--- config.mk ---
export PLATFORM = sky130hd
export DESIGN_NAME = level_to_gain
export DESIGN_NICKNAME = d
export VERILOG_FILES = /design/src/rtl/level_to_gain.sv
export SDC_FILE = /design/constraint.sdc
export NUM_CORES = 1
export LEC_CHECK = 0
export CAP_MARGIN = 15
export CORE_MARGIN = 8
export CORE_UTILIZATION = 65
export CTS_BUF_LIST = sky130_fd_sc_hd__clkbuf_2
export DETAILED_ROUTE_END_ITERATION = 12
export GPL_TIMING_DRIVEN = 0
export PLACE_DENSITY_LB_ADDON = 0.2
export SLEW_MARGIN = 40
export SYNTH_ARGS = -nofsm -noshare
export SYNTH_HDL_FRONTEND = slang
export SYNTH_SLANG_ARGS = --single-unit
--- constraint.sdc ---
create_clock -name clk_48 -period 11.7 [get_ports clk_48]
set_input_delay 2.34 -clock clk_48 [delete_from_list [all_inputs] [get_ports clk_48]]
set_output_delay 2.34 -clock clk_48 [all_outputs]
set_load 0.02 [all_outputs]
--- src/rtl/level_to_gain.sv ---
// level_to_gain: BCD gain entry converted to a Q-format coefficient,
// applied to the audio stream with rounding and saturation.
module level_to_gain #(
  parameter int FRAC_BITS = 10
) (
  input  logic               clk_48,
  input  logic               reset,
  input  logic [3:0]         num3,
  input  logic [3:0]         num2,
  input  logic [3:0]         num1,
  input  logic [3:0]         num0,
  input  logic               load,
  output logic               busy,
  output logic               err,
  input  logic               sample_valid,
  input  logic signed [15:0] inWave,
  output logic signed [15:0] outWave,
  output logic               out_valid,
  output logic               clip
);

  localparam int GW = FRAC_BITS + 4;
  localparam int DW = FRAC_BITS + 14;
  localparam int CW = $clog2(DW + 1);

  localparam logic [1:0] S_IDLE   = 2'd0;
  localparam logic [1:0] S_BCD    = 2'd1;
  localparam logic [1:0] S_DIV    = 2'd2;
  localparam logic [1:0] S_COMMIT = 2'd3;

  localparam logic signed [31:0] RND =
    32'sd1 <<< (FRAC_BITS - 1);

  logic [1:0]          state;
  logic [15:0]         dig;
  logic [13:0]         acc;
  logic [13:0]         acc_nxt;
  logic [CW-1:0]       cnt;
  logic [DW-1:0]       nsh;
  logic [DW-1:0]       n_init;
  logic [9:0]          rem;
  logic [10:0]         trial;
  logic                ge;
  logic [GW-1:0]       quo;
  logic [GW-1:0]       gain_q;
  logic                bad;

  logic                v1;
  logic signed [30:0]  p;
  logic signed [30:0]  a_ext;
  logic signed [30:0]  g_ext;
  logic signed [31:0]  pr;
  logic signed [31:0]  r;

  assign busy = (state != S_IDLE);

  // Digit check, BCD accumulate step and one restoring-division step
  always_comb begin
    bad = (num3 > 4'd9) || (num2 > 4'd9) ||
          (num1 > 4'd9) || (num0 > 4'd9);
    acc_nxt = acc * 14'd10 + {10'd0, dig[15:12]};
    n_init = (DW'(acc_nxt) << FRAC_BITS) + DW'(500);
    trial = {rem, nsh[DW-1]};
    ge = (trial >= 11'd1000);
  end

  // Conversion FSM: latch digits, accumulate, divide, commit gain
  always_ff @(posedge clk_48) begin
    if (reset) begin
      state  <= S_IDLE;
      dig    <= '0;
      acc    <= '0;
      cnt    <= '0;
      nsh    <= '0;
      rem    <= '0;
      quo    <= '0;
      err    <= 1'b0;
      gain_q <= GW'(1) << FRAC_BITS;
    end else begin
      unique case (state)
        S_IDLE: begin
          if (load) begin
            if (bad) begin
              err <= 1'b1;
            end else begin
              dig   <= {num3, num2, num1, num0};
              err   <= 1'b0;
              acc   <= '0;
              cnt   <= '0;
              state <= S_BCD;
            end
          end
        end
        S_BCD: begin
          acc <= acc_nxt;
          dig <= {dig[11:0], 4'd0};
          cnt <= cnt + CW'(1);
          if (cnt == CW'(3)) begin
            nsh   <= n_init;
            rem   <= '0;
            quo   <= '0;
            cnt   <= '0;
            state <= S_DIV;
          end
        end
        S_DIV: begin
          nsh <= {nsh[DW-2:0], 1'b0};
          rem <= ge ? 10'(trial - 11'd1000)
                    : trial[9:0];
          quo <= {quo[GW-2:0], ge};
          cnt <= cnt + CW'(1);
          if (cnt == CW'(DW - 1)) begin
            state <= S_COMMIT;
          end
        end
        S_COMMIT: begin
          gain_q <= quo;
          state  <= S_IDLE;
        end
        default: state <= S_IDLE;
      endcase
    end
  end

  // Operand extension and rounding for the sample path
  always_comb begin
    a_ext = {{15{inWave[15]}}, inWave};
    g_ext = $signed({{(31 - GW){1'b0}}, gain_q});
    pr = $signed({p[30], p}) + RND;
    r = pr >>> FRAC_BITS;
  end

  // Stage 1: product of sample and current gain
  always_ff @(posedge clk_48) begin
    if (reset) begin
      v1 <= 1'b0;
      p  <= '0;
    end else begin
      v1 <= sample_valid;
      if (sample_valid) begin
        p <= a_ext * g_ext;
      end
    end
  end

  // Stage 2: round, saturate and flag clipping
  always_ff @(posedge clk_48) begin
    if (reset) begin
      out_valid <= 1'b0;
      outWave   <= '0;
      clip      <= 1'b0;
    end else begin
      out_valid <= v1;
      if (v1) begin
        if (r > 32'sd32767) begin
          outWave <= 16'sd32767;
          clip    <= 1'b1;
        end else if (r < -32'sd32768) begin
          outWave <= -16'sd32768;
          clip    <= 1'b1;
        end else begin
          outWave <= r[15:0];
          clip    <= 1'b0;
        end
      end
    end
  end

endmodule

# After elaboration in Yosys (flattened, before gate mapping)
# Cells that the tools add are included.
[totals]
in_bits = 36
mem_count = 0
mem_bits_rw = 0
regBits = 150
latchBits = 0
romBits = 0
[classes]
magnitude_cmp = 7
reduce_logical = 13
n_shift = 0
n_mux = 27
bitwise = 0
n_eq_ne = 9
n_div = 0
mul = 2
n_addsub = 5
[ops]
columns = ["cell", "count"]
rows = [
  ["16-bit two-way mux", 4],
  ["14-bit one-hot mux with 2 select lines", 2],
  ["24-bit one-hot mux with 2 select lines", 1],
  ["14-bit two-way mux", 3],
  ["31-bit by 11-bit adder with 32-bit output, second input constant", 1],
  ["16-bit one-hot mux with 2 select lines", 1],
  ["16-bit by 15-bit multiplier with 31-bit output", 1],
  ["24-bit by 9-bit adder with 24-bit output, second input constant", 1],
  ["24-bit two-way mux", 1],
  ["22-bit by 16-bit greater-than comparator with 1-bit output, second input constant", 1],
  ["22-bit by 16-bit less-than comparator with 1-bit output, second input constant", 1],
  ["10-bit two-way mux", 2],
  ["10-bit one-hot mux with 2 select lines", 1],
  ["4-bit greater-than comparator, second input constant", 4],
  ["5-bit two-way mux", 3],
  ["5-bit one-hot mux with 3 select lines", 1],
  ["14-bit by 4-bit adder with 14-bit output", 1],
  ["14-bit by 3-bit multiplier with 13-bit output, second input constant", 1],
  ["11-bit by 10-bit greater-or-equal comparator with 1-bit output, second input constant", 1],
  ["10-bit subtractor, second input constant", 1],
  ["2-bit two-way mux", 4],
  ["2-bit inequality test, second input constant", 4],
  ["2-bit one-hot mux with 4 select lines", 1],
  ["3-bit AND reduction", 2],
  ["12 further kinds", 20],
]

# Longest topological paths before layout
[logic_depth]
depth_word = 7
depth_mapped = 24
depth_no_buf = 23

# Worst setup path after synthesis
# OpenSTA, ideal clock, no wires.
[synth_path]
kind = "input port to flip-flop"
startpoint = "in inWave[15]"
endpoint = "reg p[28]"
path_slack_ns = 3.545
required_ns = 11.572
arrival_time_ns = 8.027
setup_ns = 0.128
path_buffers = 1
path_stages = 21
path_cell_list = "clkbuf_1 and2_1 fa_1 inv_1 fa_1 inv_1 fa_1 fa_1 fa_1 inv_1 fa_1 inv_1 ha_1 a21o_1 a21o_1 a31oi_1 nand4b_1 a21oi_1 or3_1 a31oi_1 nor2_1"
[synth_via]
elab_chain_cells = 1
[synth_rtl]
columns = ["item", "line_no", "text"]
rows = [
  ["start, declared", "16", "input logic signed [15:0] inWave,"],
  ["16-bit by 15-bit multiplier with 31-bit output", "141", "p <= a_ext * g_ext;"],
  ["end signal, assigned", "141", ""],
  ["end, declared", "49", "logic signed [30:0] p;"],
]
# Every way passes these cells.
# A chain may end at the register's enable or synchronous reset.

# Worst setup path after layout
# Ends and elaborated chain as after synthesis.

==> metrics.md <==
| Metric | Value |
|---|---|
| Status | `finished clean` |
| Proportion of synthesized chip area in sequential cells | `18.4%` |
| Fraction of final layout cells sized beyond drive strength 1 | `3.18%` |
| Most used cells in the layout excluding fill and tap cells | `sky130_fd_sc_hd__inv_1, sky130_fd_sc_hd__fa_1, sky130_fd_sc_hd__and2_1, sky130_fd_sc_hd__dfxtp_1, sky130_fd_sc_hd__nor2_1` |
| Required time worst endpoint | `12.23 ns` |
| Clock Sink Count | `138` |
| First-pass iteration count of the detailed router | `7` |
| Min-Delay Path Class | `reg2reg` |
| NumNets Final | `2,107` |
| Total of hold buffers inserted after clock tree synthesis | `0` |
| Maximum fanout along the worst path | `10` |
| Area of combinational cells with multiple inputs | `10,800 um^2` |
| Initial antenna violation count | `0` |
| Number of antenna-violating nets in the routed design | `0` |
| Buffers added on ports | `54` |
| Hold Path Depth | `2` |
| Clock Latency Late Sink | `0.68 ns` |
| DR vias/cell | `5.68` |
| Synth Flop Type | `sky130_fd_sc_hd__dfxtp_1` |
| Number of antenna diodes | `0` |
| HP Start | `nsh[20]$_SDFFE_PP0P_` |
| Horizontal die dimension | `168 um` |
| Post-CTS setup buffers | `0` |
| Number of instances resized during post-cts repair | `0` |
| Crit path launch | `inWave[15]` |
| Placement row count | `55` |
| Instance count after placement with tap cells included | `2,016` |
| Hold-critical path endpoint | `nsh[20]$_SDFFE_PP0P_` |
| First-pass GRT wire length | `59,600 um` |
| Worst relative slew slack | `49.2%` |
| Most used cell, CP | `sky130_fd_sc_hd__fa_1` |
| Total Die Area | `28,200 um^2` |
| Crit end category | `flop` |
| Number of synthesized flops with an enable pin | `0` |
| Number of H-tree levels | `4` |
| Initial Utilization | `66.2%` |
| Count of boundary I/O pins | `56` |
| Final number of hold-violating endpoints | `0` |
| Kind of start point of the critical path | `primary input` |
| Syn_nets | `2,034` |
| Finish-stage setup viols | `0` |
| Reg-to-reg critical path endpoint | `p[28]$_SDFFE_PP0P_` |
| R2R Path Start | `gain_q[1]$_SDFFE_PP0N_` |
| Crit path max-delay cell type | `sky130_fd_sc_hd__fa_1` |
| Delay of the slowest cell on the worst path | `0.58 ns` |
| Die Y-Extent | `168 um` |
| Cell at the root of the clock tree | `sky130_fd_sc_hd__clkbuf_2` |
| Total congestion overflow | `0` |
| Cell area after synthesis | `15,000 um^2` |
| Sequential cell area in the final layout | `2760 um^2` |
| Half-perimeter wire length of the detailed placement result | `28,700 um` |
| Worst Path Arrival | `9.23 ns` |
| Critical path depth | `23` |
| Setup repair after global routing missed its margin | `no` |
| R2R setup slack | `4.60 ns` |
| Via count of the first global-routing pass | `12.2k` |
| All-layer global routing usage | `26.2%` |
| Count of synthesis-stage warnings from yosys | `0` |
| Power Density | `67.5 nW/um^2` |
| Worst setup path category | `in2reg` |
| Count of non-filler cells in the finished layout | `2,048` |
| Routed vias | `11.6k` |
| Share of the clock period used by the worst path after layout | `74.4%` |
| Synth Area per Inst | `8.94 um^2` |
| Fill cell total of the finished layout | `1,757` |
| CTS tree | `built` |
| Routability cong. | `0.889` |
| Maximum number of pins on one net before global-route repair | `17` |
| Detailed-route wire length | `35,300 um` |
| Peak supply drop | `0.0000602 V` |
| TNS Setup | `0 ns` |
| Area of the placeable core | `22,600 um^2` |
| Per-cell routed wire length | `17.2 um` |
| Cells along the critical path | `clkdlybuf4s50_1, clkbuf_1, nand2_1, inv_1, fa_1, inv_1, fa_1, inv_1, fa_1, fa_1, fa_1, inv_1, fa_1, inv_1, ha_1, a21o_1, a21o_1, a31oi_1, nand4b_1, a21oi_1, or3_1, a31oi_1, nor2_1` |
| Synth Register Bits | `138` |
| Post-route clock skew | `0.0510 ns` |
| Achievable Freq | `115 MHz` |
| Number of instances in the synthesized netlist | `1,677` |
| Total buffers and inverters traversed by the critical path | `7` |
| Cell leakage power | `7.56 nW` |
| Total Power | `0.00109 W` |
| Proportion of synthesized flip-flops having asynchronous set or reset | `0%` |
| Clock-pin slew of the registers on the worst-case setup and hold paths | `0.21 ns` |
| Post-layout minimum cycle time | `8.70 ns` |
| Number of DRC violations after detailed routing | `0` |
| Inserted Clock Buffers | `17` |
| Synthesis-to-finish area growth | `7.77%` |
| Top cell family by delay on the critical path | `adder cells` |
| Count of unique library cells instantiated by Yosys | `76` |
| Max-slew violation total from the final report | `0` |
| Depth of the worst register-to-register path | `22` |
| Leading cell type in the layout, fill and taps excluded | `sky130_fd_sc_hd__inv_1` |
| Detailed router's first-iteration violation count | `725` |
| Max Cap Viol | `0` |
| Slew at the pin closest to its max-slew limit | `0.762 ns` |
| Maximum count of clock buffers along a single path | `2` |
[tightest hold or removal path: stages (launching register included)]
cell,delay [ns]
sky130_fd_sc_hd__dfxtp_1,0.35
sky130_fd_sc_hd__nand2_1,0.05
sky130_fd_sc_hd__a21oi_1,0.05
[stage by stage]
step	hold WS, ns	util [%]	cell area (um^2)	setup WS [ns]
global placement	0.434	70.1	15900	2.41
CTS	0.467	71.3	16100	3.01
finish	0.468	71.3	16100	3.00
detailed placement	0.443	70.1	15900	2.32
floorplan	0.427	-	15000	3.55
global route	0.483	71.3	16100	2.63
[logic make-up after synthesis]
family	share of synthesized area, %
AO/OA/AOI/OAI	10.2
multiplexers	2.61
buffers and inverters	9.30
adder cells (fa/ha/maj)	37.8
XOR/XNOR	3.82
AND/OR/NAND/NOR	17.9
flip-flops	18.4
[cells in the mapped netlist, types with 5 or more instances]
library cell	number	area [um^2]
sky130_fd_sc_hd__mux2i_1	39	390
sky130_fd_sc_hd__o21ai_0	24	120
sky130_fd_sc_hd__a211oi_1	21	158
sky130_fd_sc_hd__o22ai_1	5	31.3
sky130_fd_sc_hd__dfxtp_1	138	2760
sky130_fd_sc_hd__nor2_1	134	503
sky130_fd_sc_hd__buf_1	5	18.8
sky130_fd_sc_hd__nand3_1	17	85.1
sky130_fd_sc_hd__o211ai_1	23	173
sky130_fd_sc_hd__ha_1	102	1280
sky130_fd_sc_hd__and2_1	152	951
sky130_fd_sc_hd__nand2b_1	13	81.3
sky130_fd_sc_hd__or3_1	8	50.1
sky130_fd_sc_hd__nor3_1	15	75.1
sky130_fd_sc_hd__fa_1	219	4380
sky130_fd_sc_hd__a21oi_1	48	240
sky130_fd_sc_hd__inv_1	297	1110
sky130_fd_sc_hd__a21o_1	10	75.1
sky130_fd_sc_hd__a22oi_1	42	315
sky130_fd_sc_hd__xor2_1	23	201
sky130_fd_sc_hd__nor2b_1	12	75.1
sky130_fd_sc_hd__nand4_1	9	56.3
sky130_fd_sc_hd__xnor2_1	38	333
sky130_fd_sc_hd__a31oi_1	5	31.3
sky130_fd_sc_hd__clkbuf_1	62	233
sky130_fd_sc_hd__and3_1	9	56.3
sky130_fd_sc_hd__nand2_1	133	499
[per-layer routing]
| metal | track usage (%) | vias up | routed length, um |
|---|---|---|---|
| met5 | 0 | - | 0 |
| met4 | 10.4 | 0 | 1210 |
| met3 | 5.00 | 73 | 2280 |
| met2 | 43.9 | 346 | 17000 |
| met1 | 33.1 | 5747 | 14800 |
| li1 | - | 5459 | - |
[area by class of cell]
cell class                 instances  area share, %
sequential                       138           17.1
tap                              285           2.21
clock buffer                      20          0.620
timing repair buffer              54           3.35
clock inverter                    12           1.01
inverter                         298           6.93
multi-input combinational       1171           67.1
buffer                            70           1.70
[power by group]
| part | switching (W) | leakage [nW] | internal [W] | total, W |
|---|---|---|---|---|
| logic | 0.000163 | 6.28 | 0.0000984 | 0.000262 |
| clock network | 0.000187 | 0.154 | 0.000125 | 0.000312 |
| registers | 0.0000199 | 1.12 | 0.000496 | 0.000516 |
[how the worst max path moves through the flow]
stage / to / slack (ns)
global route: p[28]$_SDFFE_PP0P_ / 2.63
detailed placement: p[28]$_SDFFE_PP0P_ / 2.32
global placement: p[28]$_SDFFE_PP0P_ / 2.41
floorplan: p[28]$_SDFFE_PP0P_ / 3.55
finish: p[28]$_SDFFE_PP0P_ / 3.00
CTS: p[28]$_SDFFE_PP0P_ / 3.01
[flip-flops by register name, summed over array words and instances (netlist names)]
name / count
dig: 16
clip: 1
err: 1
p: 22
cnt: 5
quo: 14
acc: 13
out_valid: 1
state: 2
v1: 1
rem: 10
outWave: 16
nsh: 22
gain_q: 14
Note: power is estimated with default switching activity, not from simulation.
